### config.mk
export PLATFORM = sky130hd
export DESIGN_NAME = ethernet_head_rx_classifier
export DESIGN_NICKNAME = d
export VERILOG_FILES = /design/src/rtl/ethernet_head_rx_classifier.sv
export SDC_FILE = /design/constraint.sdc
export NUM_CORES = 1
export LEC_CHECK = 0
export ABC_CLOCK_PERIOD_IN_PS = 3100
export CAP_MARGIN = 20
export CORE_AREA = 3 3 276 278
export DETAILED_ROUTE_END_ITERATION = 6
export DIE_AREA = 0 0 279 281
export SLEW_MARGIN = 40
export SYNTH_ARGS = -nofsm -noshare
export SYNTH_HDL_FRONTEND = slang
export SYNTH_SLANG_ARGS = --single-unit
### constraint.sdc
create_clock -name i_clk -period 3.1 [get_ports i_clk]
set_input_delay 0.31 -clock i_clk [delete_from_list [all_inputs] [get_ports i_clk]]
set_output_delay 0.31 -clock i_clk [all_outputs]
set_load 0.05 [all_outputs]
### src/rtl/ethernet_head_rx_classifier.sv
// Captures the first 42 bytes of each received frame and classifies it as ARP, ICMP echo or UDP.
// Head and flags are presented one cycle after beat 5; no backpressure, every i_valid beat is consumed.
module ethernet_head_rx_classifier #(
    parameter logic [47:0] FPGA_MAC = 48'h211abcdef112,
    parameter logic [31:0] FPGA_IP  = 32'hC0000186
) (
    input  logic         i_clk,
    input  logic         i_reset_n,
    input  logic         i_valid,
    input  logic [63:0]  i_data,
    input  logic         i_last,
    output logic [335:0] o_data_head,
    output logic         o_data_head_valid,
    output logic         o_arp_valid,
    output logic         o_icmp_valid,
    output logic         o_udp_valid,
    output logic [15:0]  o_drop_count
);

    typedef enum logic [1:0] {
        IDLE,
        CAPTURE,
        SKIP
    } state_t;

    state_t         state, state_nxt;
    logic [2:0]     beat_cnt, cnt_nxt;
    logic [319:0]   cap_buf;
    logic           head_done;
    logic           drop;
    logic [335:0]   head_nxt;
    logic           unused_tail;

    // bytes 42-47 of beat 5 never contribute to the head
    assign unused_tail = ^i_data[47:0];

    // bytes 0-39 accumulate in cap_buf; beat 5 supplies bytes 40-41 directly
    assign head_nxt = {cap_buf, i_data[63:48]};

    logic [47:0] mac_dst;
    logic [15:0] ethertype;
    logic [7:0]  ver_ihl;
    logic [15:0] arp_oper;
    logic [7:0]  ip_proto;
    logic [31:0] ip_dst;
    logic [7:0]  icmp_type;
    logic [31:0] arp_tpa;
    logic        is_arp;
    logic        is_ipv4;
    logic        is_icmp;
    logic        is_udp;

    assign mac_dst   = head_nxt[335:288];
    assign ethertype = head_nxt[239:224];
    assign ver_ihl   = head_nxt[223:216];
    assign arp_oper  = head_nxt[175:160];
    assign ip_proto  = head_nxt[151:144];
    assign ip_dst    = head_nxt[95:64];
    assign icmp_type = head_nxt[63:56];
    assign arp_tpa   = head_nxt[31:0];

    assign is_arp  = (ethertype == 16'h0806) && (arp_oper == 16'h0001) && (arp_tpa == FPGA_IP)
                     && ((mac_dst == FPGA_MAC) || (mac_dst == 48'hFFFFFFFFFFFF));
    assign is_ipv4 = (ethertype == 16'h0800) && (ver_ihl == 8'h45)
                     && (mac_dst == FPGA_MAC) && (ip_dst == FPGA_IP);
    assign is_icmp = is_ipv4 && (ip_proto == 8'h01) && (icmp_type == 8'h08);
    assign is_udp  = is_ipv4 && (ip_proto == 8'h11);

    always_comb begin
        state_nxt = state;
        cnt_nxt   = beat_cnt;
        head_done = 1'b0;
        drop      = 1'b0;
        case (state)
            IDLE: begin
                if (i_valid) begin
                    if (i_last) begin
                        drop    = 1'b1;
                        cnt_nxt = 3'd0;
                    end else begin
                        cnt_nxt   = 3'd1;
                        state_nxt = CAPTURE;
                    end
                end
            end
            CAPTURE: begin
                if (i_valid) begin
                    if (beat_cnt == 3'd5) begin
                        head_done = 1'b1;
                        cnt_nxt   = 3'd0;
                        state_nxt = i_last ? IDLE : SKIP;
                    end else if (i_last) begin
                        drop      = 1'b1;
                        cnt_nxt   = 3'd0;
                        state_nxt = IDLE;
                    end else begin
                        cnt_nxt = beat_cnt + 3'd1;
                    end
                end
            end
            SKIP: begin
                if (i_valid && i_last) begin
                    state_nxt = IDLE;
                end
            end
            default: begin
                state_nxt = IDLE;
                cnt_nxt   = 3'd0;
            end
        endcase
    end

    always_ff @(posedge i_clk or negedge i_reset_n) begin
        if (!i_reset_n) begin
            state             <= IDLE;
            beat_cnt          <= 3'd0;
            cap_buf           <= '0;
            o_data_head       <= '0;
            o_data_head_valid <= 1'b0;
            o_arp_valid       <= 1'b0;
            o_icmp_valid      <= 1'b0;
            o_udp_valid       <= 1'b0;
            o_drop_count      <= 16'd0;
        end else begin
            state             <= state_nxt;
            beat_cnt          <= cnt_nxt;
            if (i_valid && (state != SKIP)) begin
                cap_buf <= {cap_buf[255:0], i_data};
            end
            o_data_head_valid <= head_done;
            o_arp_valid       <= head_done && is_arp;
            o_icmp_valid      <= head_done && is_icmp;
            o_udp_valid       <= head_done && is_udp;
            if (head_done) begin
                o_data_head <= head_nxt;
            end
            if (drop && (o_drop_count != 16'hFFFF)) begin
                o_drop_count <= o_drop_count + 16'd1;
            end
        end
    end

endmodule

==> results.json, run 1 <==
{
  "cpPeakStageDelay_ps": 600,
  "cts_made_buffers": 74,
  "cts_max_level": 3,
  "yosysTopAreaCellShare_pct": 65.84,
  "num_rows": 100,
  "syn_to_final_growth_pct": 31.48,
  "rsz0062_at_grt": "false",
  "start_util_pct": 34.89,
  "grt_pass1_vias": 18523,
  "final_cell_mix": "1018 x nand2_1, 681 x dfrtp_1, 422 x clkdlybuf4s50_1",
  "status": "finished clean",
  "worstSetupEndpointType": "flop",
  "yosys.area.top_type": "dfrtp_1",
  "grt_use_total_pct": 18.69,
  "reg2reg_from": "cap_buf[129]",
  "ios": 424,
  "port_buffers": 423,
  "clk_pin_slew_ps": 60,
  "num_vias": 17790,
  "switching_power_uw": 6270,
  "ctsHoldBuffers": 1,
  "r2r_cells": 5,
  "hold_viol_final": 0,
  "fin_crit_ps": 2427,
  "die-width_um": 279,
  "synthTopCellsByArea": "dfrtp_1 66%, nand2_1 15%, mux2_2 14%",
  "gr-total-overflow": 0,
  "grt_max_degree": 166,
  "worstSetupPathType": "reg -> reg",
  "postSynthAreaPerCell_um2": 11.39,
  "routed_wl_mm": 73.38,
  "synth.net_count": 2344,
  "max_cap_viol_count": 0,
  "p_seq_share_pct": 48.2,
  "final_common_cell": "nand2_1",
  "clk_path_buf_depth": 3,
  "synth_edf_count": 0,
  "cp-start-kind": "flop",
  "synth_warnings": 0,
  "p_sw_share_pct": 27.04,
  "fp.dieH_um": 281,
  "timing.hold.ws_ps": 192.3,
  "place_hpwl_mm": 50.77,
  "tightest_slew_ps": 848.5,
  "r2r_slack_ps": 670,
  "finalSetupViolCount": 0,
  "p_int_uw": 16920,
  "power.total_uw": 23190,
  "ys_ff_latch": 681,
  "crit_chain": "or4_1 -> nor4_1 -> nand4_1 -> or4_1 -> nor3_2",
  "crit_top_cell": "or4_1",
  "antenna_found_initial": 1,
  "gp_routability_congestion": 0.8134,
  "setup_ws_ps": 673.4,
  "required_ps": 3620,
  "wl_per_cell_um": 19.67,
  "ys.flop_type": "dfrtp_1",
  "p_clk_share_pct": 39.1,
  "pre_cts_ws_ps": 283.8,
  "first_pass_iters": 5,
  "cts.root.buffer_cell": "clkbuf_16",
  "slew_violations": 0,
  "p_leak_uw": 0.01614,
  "synth_area_um2": 25880,
  "core_area_um2": 74200,
  "fin_crit_sh_pct": 78.28,
  "cts_tree": "built",
  "post-route-drc-count": 0,
  "grt_pass1_wl_mm": 113.6,
  "syn_inst": 2273,
  "endpoint": "o_icmp_valid",
  "synthArstFlopShare_pct": 100.0,
  "fmax_mhz": 412.1,
  "ys_seq_area_share_pct": 65.84,
  "clk-insertion-delay-late_ps": 600,
  "layout-drive-gt1-share_pct": 17.67,
  "finClkSkew_ps": 23.10,
  "worst_ep_arrival_time_ps": 2940,
  "cts_num_sinks": 681,
  "synth.distinct_cells": 38,
  "powerDensity_nw_per_um2": 681.3,
  "viasPerCell": 4.769,
  "drt-initial-drc-count": 1092,
  "post_cts_resized": 0,
  "hp-class": "in -> async",
  "ant_nets": 0,
  "critPathLaunch": "cap_buf[129]",
  "post-cts-setup-buffers": 0,
  "setup_tns_ps": 0,
  "crit_path_top_delay_cell": "or4_1",
  "slew-limit-headroom_pct": 42.64,
  "r2r_end": "o_icmp_valid",
  "peakVddDrop_v": 0.0003334,
  "nNetsFinal": 2781,
  "pwr-share-comb_pct": 12.7,
  "dieArea_um2": 78400,
  "critPathMaxFanout": 4,
  "antennaDiodeCount": 0
}
## metrics by stage
stage | instance area, um^2 | std cells | utilization [%]
floorplan | 25880 | 2273 | -
global placement | 31460 | 3600 | 42.40
detailed placement | 31460 | 3600 | 42.40
CTS | 33980 | 3728 | 45.79
global route | 34030 | 3730 | 45.87
finish | 34030 | 3730 | 45.87
## sequential cells by signal, indices dropped and copies added, names as in the netlist
name / count
beat_cnt: 3
cap_buf: 320
o_arp_valid: 1
o_data_head: 336
o_data_head_valid: 1
o_drop_count: 16
o_icmp_valid: 1
o_udp_valid: 1
state: 2
## layer usage
| metal | up-vias | wire length [um] | track usage [%] |
|---|---|---|---|
| li1 | 8255 | - | - |
| met1 | 8996 | 31930 | 24.62 |
| met2 | 418 | 34900 | 30.23 |
| met3 | 121 | 4065 | 4.353 |
| met4 | 0 | 2492 | 6.976 |
| met5 | - | 0 | 0 |
## cells by family (layout without fill, tap and decap cells)
kind of cell / Yosys count / count (layout) / share of synthesized area, %
AO/OA/AOI/OAI: 10 / 10 / 0.2224
AND/OR/NAND/NOR: 1126 / 1126 / 17.52
buffers and inverters: 117 / 605 / 1.813
flip-flops: 681 / 681 / 65.84
adder cells (fa/ha/maj): 3 / 3 / 0.1450
XOR/XNOR: 15 / 15 / 0.5075
multiplexers: 321 / 321 / 13.96
## cell type report
class                           instances  area [um^2]
Inverter                                6        30.03
Multi-Input combinational cell       1475         8382
Fill cell                            6767        40160
Sequential cell                       681        17040
Timing Repair Buffer                  472         4862
Clock buffer                          108         2226
Tap cell                              969         1212
Clock inverter                         19        279.0
## synthesized netlist by cell type (7+ instances only)
library cell	number
mux2_2	320
nor2_1	9
nand4_1	21
or4_1	8
nor4_1	19
nand3_1	9
nand2_1	1019
buf_2	24
clkbuf_1	84
dfrtp_1	681
nor3_1	8
xor2_1	10
nor4b_1	7
## worst min path at each step
stage	cells after the start	end	start
global placement	1	o_data_head[147]	i_reset_n
global route	2	o_data_head[147]	i_reset_n
CTS	2	cap_buf[33]	i_data[33]
finish	2	o_data_head[147]	i_reset_n
floorplan	0	beat_cnt[0]	i_reset_n
detailed placement	1	o_data_head[147]	i_reset_n
## power groups by stage
stage	Combinational, uW	Clock, uW	Sequential (uW)
2_1_floorplan	1190	0	11500
3_3_place_gp	2910	0	11300
3_5_place_dp	2980	0	11300
4_1_cts	3000	9310	11200
5_1_grt	3180	9700	11400
6_report	2950	9060	11200
## worst max-delay path, delay by kind of cell (launching register included)
kind / cells / cell delay, ps
flip-flops: 1 / 480
AND/OR/NAND/NOR: 5 / 1860
(Power assumes the default switching activity.)
==> inputs of run 2 (changes only) <==
- ABC_CLOCK_PERIOD_IN_PS: 3100 -> 2100
- clock period: 3.1 -> 2.1 ns (I/O delays scaled with it)
==> run 2 against run 1 <==
The flow now finishes with violations (negative setup slack). Global-route usage grew 0.43 points. Critical path depth is the same. Sequential power grew 46%. Register-to-register slack lost 770 ps. Clock skew shrank 1.1 ps. Utilization grew 1.0 points. Non-clock buffer count grew 84. Power grew 47%. Worst hold slack lost 120 ps. Die area is the same. Setup slack lost 770 ps. Largest cell class unchanged.
==> results.json, run 2 (synthesis gave the netlist of run 1 again) <==
{
  "crit_path_top_delay_cell": "or4_4",
  "cts_max_level": 3,
  "cts_num_sinks": 681,
  "setup_tns_ps": -157.0,
  "gp_routability_congestion": 0.8138,
  "rsz0062_at_grt": "true",
  "first_pass_iters": 5,
  "gr-total-overflow": 0,
  "powerDensity_nw_per_um2": 978.6,
  "multiInputGateArea_um2": 8464,
  "setup_ws_ps": -96.22,
  "final_common_cell": "nand2_1",
  "seq_area_um2": 17060,
  "syn_to_final_growth_pct": 34.33,
  "post-route-drc-count": 0,
  "layout.cells.non_filler": 3821,
  "port_buffers": 423,
  "grt_pass1_wl_mm": 115.6,
  "die-width_um": 279,
  "peakVddDrop_v": 0.0004591,
  "pre_cts_ws_ps": -466.4,
  "clk-insertion-delay-late_ps": 600,
  "ios": 424,
  "grt_use_total_pct": 19.12,
  "worstSetupPathType": "reg -> reg",
  "finClkSkew_ps": 21.95,
  "crit_top_cell": "or4_4",
  "fp.dieH_um": 281,
  "grt_pass1_vias": 18925,
  "fmax_mhz": 455.3,
  "critPathMaxFanout": 3,
  "hold_viol_final": 0,
  "finalSetupViolCount": 2,
  "fillerInstances": 6729,
  "cp-start-kind": "flop",
  "power.total_uw": 34030,
  "cts_made_buffers": 74,
  "cts_tree": "built",
  "largest_reg_flops": 336,
  "cpPeakStageDelay_ps": 570,
  "slew-limit-headroom_pct": 51.98,
  "p_leak_uw": 0.01697,
  "worstSetupEndpointType": "flop",
  "num_rows": 100,
  "status": "finished, violations left",
  "hp-class": "in -> async",
  "biggestRegsByFlops": "o_data_head (336), cap_buf (320), o_drop_count (16)",
  "layout-drive-gt1-share_pct": 21.16,
  "clk_path_buf_depth": 3,
  "fin_crit_sh_pct": 104.6,
  "drt-initial-drc-count": 967,
  "top_register": "o_data_head",
  "worst_ep_arrival_time_ps": 2700,
  "final_cell_mix": "1018 x nand2_1, 669 x dfrtp_1, 371 x clkdlybuf4s50_1",
  "ant_nets": 0,
  "grt_max_degree": 91,
  "max_cap_viol_count": 0,
  "viasPerCell": 4.719,
  "clk_pin_slew_ps": 60,
  "timing.hold.ws_ps": 67.61,
  "fin_crit_ps": 2196,
  "cts.root.buffer_cell": "clkbuf_16",
  "slew_violations": 0,
  "routed_wl_mm": 75.59,
  "tightest_slew_ps": 723.2,
  "dp_cells": 3682,
  "antenna_found_initial": 2,
  "place_hpwl_mm": 54.24,
  "core_area_um2": 74200,
  "crit_chain": "or4_4 -> nor4_4 -> nand4_1 -> or4_4 -> nor3_2",
  "num_vias": 18031,
  "nNetsFinal": 2865,
  "wl_per_cell_um": 19.78,
  "required_ps": 2610,
  "dieArea_um2": 78400,
  "start_util_pct": 34.89,
  "violations": "negative setup slack"
}
## run 2: cell types whose count changed in the layout (fill, tap and decap cells not counted), sizes merged, moves of 4 or more
cell,change
dlymetal6s2s,+16
clkdlybuf4s50,-51
dlygate4sd2,+27
bufinv,-4
buf,+92
clkinv,+8
## run 2: critical path: cells and delay by family, from the launching register on
kind             cells  cell delay (ps)
DFF                  1              380
and+or+nand+nor      5             1720
## run 2: layout make-up
class / count / area share (%)
clock buffer: 106 / 6.135
sequential: 681 / 49.05
inverter: 6 / 0.08636
clock inverter: 26 / 0.6657
antenna: 2 / 0.01439
tap: 969 / 3.487
multi-input combinational: 1475 / 24.34
timing repair buffer: 556 / 16.22
## run 2: what timing repair did
item / in CTS / in global routing
endpoints found under the hold margin: 54 / 0
endpoints found under the setup margin: 165 / 21
hold buffers: 1 / 0
gates resized for setup: 33 / 23
pin swaps: 1 / 4
setup buffers: 1 / 3
## run 2: worst paths after layout
check	slack (ps)	depth (start not counted)	end	startpoint
worst max-delay path	-100	5	o_icmp_valid	cap_buf[213]
worst min-delay path	70	2	o_data_head[273]	i_reset_n
worst max register to register	-100	5	o_icmp_valid	cap_buf[213]
worst min register to register	460	2	o_data_head[276]	cap_buf[260]
max in group asynchronous	1060	3	o_data_head[33]	i_reset_n
min in group i_clk	220	3	o_data_head[14]	i_data[62]
## run 2: where the power goes
group / internal (uW) / switching [uW] / leakage (uW)
logic: 2290 / 2680 / 0.00708
registers: 14800 / 1500 / 0.00873
clock network: 7450 / 5320 / 0.00117
## run 2: stage by stage
step           util, %  instance area (um^2)
4_1_cts          46.72                 34660
5_1_grt          46.86                 34770
2_1_floorplan        -                 25910
6_report         46.87                 34770
3_5_place_dp     43.51                 32280
3_3_place_gp     43.51                 32280
## run 2: layer usage
metal / part of all wire (%) / routed length [um] / vias up / track usage (%)
li1: - / - / 8435 / -
met1: 44 / 32910 / 9056 / 24.83
met5: 0 / 0 / - / 0
met2: 47 / 35760 / 406 / 31.02
met3: 5.4 / 4098 / 134 / 4.461
met4: 3.7 / 2818 / 0 / 7.798
==> inputs of run 3 (changes only) <==
- CORE_AREA: 3 3 276 278 -> 3 3 259 261
- DIE_AREA: 0 0 279 281 -> 0 0 262 264
==> run 3 against run 2 <==
The run still ends with negative setup slack left. Non-clock buffer count up 2. Setup slack better by 2.3 ps. Sequential share of layout area rose by 0.055 points. Sequential cell count did not move. Die area down 12%. First-iteration DRC count rose by 14%. Critical endpoint unchanged. Largest cell class unchanged. Highest routed layer unchanged.
==> results.json, run 3 (synthesis gave the netlist of run 1 again) <==
{
  "final_cell_mix": "1018 x nand2_1, 670 x dfrtp_1, 354 x clkdlybuf4s50_1",
  "top_register": "o_data_head",
  "ios": 424,
  "clk_pin_slew_ps": 60,
  "gr-total-overflow": 0,
  "fillerInstances": 5730,
  "gp_routability_congestion": 0.8434,
  "post-route-drc-count": 0,
  "fp.dieH_um": 264,
  "cp-start-kind": "flop",
  "slew_violations": 0,
  "critPathMaxFanout": 2,
  "syn_to_final_growth_pct": 34.17,
  "grt_max_degree": 129,
  "violations": "negative setup slack",
  "port_buffers": 423,
  "routed_wl_mm": 73.69,
  "final_util_pct": 53.68,
  "busiest_layer": "met2",
  "antenna_found_initial": 2,
  "fmax_mhz": 455.8,
  "place_hpwl_mm": 52.34,
  "grt_pass1_wl_mm": 113.9,
  "cts_num_sinks": 681,
  "pre_cts_ws_ps": -277.1,
  "core_area_um2": 64700,
  "required_ps": 2640,
  "power.total_uw": 34490,
  "tightest_slew_ps": 676.7,
  "num_vias": 18126,
  "cts_tree": "built",
  "cts_max_level": 3,
  "hp-class": "in -> async",
  "timing.hold.ws_ps": 122.1,
  "ant_nets": 0,
  "finClkSkew_ps": 26.15,
  "clk_path_buf_depth": 3,
  "max_cap_viol_count": 0,
  "largest_reg_flops": 336,
  "status": "finished, violations left",
  "viasPerCell": 4.886,
  "grtUsageMet3_pct": 4.477,
  "num_rows": 93,
  "p_leak_uw": 0.01715,
  "peakVddDrop_v": 0.0004919,
  "slew-limit-headroom_pct": 54.81,
  "cts_made_buffers": 74,
  "cts.root.buffer_cell": "clkbuf_16",
  "biggestRegsByFlops": "o_data_head (336), cap_buf (320), o_drop_count (16)",
  "worst_ep_arrival_time_ps": 2730,
  "worstSetupPathType": "reg -> reg",
  "seq_area_um2": 17060,
  "worstSetupEndpointType": "flop",
  "clk-insertion-delay-late_ps": 620,
  "fin_crit_sh_pct": 104.5,
  "setup_tns_ps": -146.9,
  "finalSetupViolCount": 2,
  "die-width_um": 262,
  "r2r_slack_ps": -90,
  "grt_pass1_vias": 18813,
  "first_pass_iters": 5,
  "hold_viol_final": 0,
  "wl_per_cell_um": 19.86,
  "multiInputGateArea_um2": 8448,
  "layout-drive-gt1-share_pct": 21.18,
  "use_met2_pct": 33.71,
  "nNetsFinal": 2867,
  "met1_usage_pct": 28.96,
  "fin_crit_ps": 2194,
  "grt_use_total_pct": 21.25,
  "start_util_pct": 40.01,
  "powerDensity_nw_per_um2": 993.1,
  "setup_ws_ps": -93.88,
  "drt-initial-drc-count": 1102,
  "final_common_cell": "nand2_1",
  "dieArea_um2": 69170,
  "rsz0062_at_grt": "true"
}
==> run 3: cell types whose count changed in the layout (fill, tap and decap cells not counted), sizes merged <==
cell and delta:
dlygate4sd2 +21, clkdlybuf4s50 -17, clkinv -6, buf -4, clkbuf +4, bufinv +2, diode +1, dlymetal6s2s +1
inv +1
==> run 3: path summary, 6_finish.rpt <==
path / startpoint / end / depth (start not counted)
setup / recovery: cap_buf[130] / o_icmp_valid / 5
hold / removal: i_reset_n / o_data_head[274] / 2
setup reg to reg: cap_buf[130] / o_icmp_valid / 5
hold reg to reg: cap_buf[261] / o_data_head[277] / 2
max in group asynchronous: i_reset_n / o_drop_count[0] / 3
min in group i_clk: i_data[20] / cap_buf[20] / 2
==> run 3: final cells by class <==
class | count | area share (%)
flip-flops and latches | 681 | 49.11
multi-input cells | 1475 | 24.32
repair buffers | 558 | 16.11
clock buffers | 109 | 6.409
well taps | 855 | 3.080
clock inverters | 23 | 0.8610
inverters | 6 | 0.08646
diodes | 3 | 0.02162
==> run 3: power breakdown <==
| group | internal, uW | switching, uW |
|---|---|---|
| logic | 2270 | 2600 |
| registers | 14800 | 1510 |
| clock network | 7990 | 5320 |
| total | 25100 | 9440 |
==> run 3: layer usage <==
metal / wire length [um] / vias up / part of all wire (%)
met5: 0 / - / 0
met4: 2133 / 0 / 2.9
met3: 3944 / 119 / 5.4
met2: 35110 / 372 / 48
met1: 32500 / 9190 / 44
li1: - / 8445 / -
==> run 3: through the flow <==
stage	instance area [um^2]	instances
CTS	34580	3703
floorplan	25910	2273
global route	34730	3709
finish	34730	3710
global placement	32080	3570
detailed placement	32080	3570
==> run 3: critical path, cell delays in order (launching register included) <==
cell and delay [ps]:
dfrtp_1 370, or4_4 530, nor4_2 270, nand4_1 200, or4_4 590, nor3_2 150
==> run 3: repair_timing <==
| action | in CTS | in global routing |
|---|---|---|
| hold buffers | 1 | 0 |
| cloned | 0 | 1 |
| setup endpoints to repair | 51 | 66 |
| hold endpoints to repair | 144 | 0 |
| pin swaps | 5 | 4 |
| buffers inserted | 0 | 3 |
| gates resized for setup | 52 | 28 |
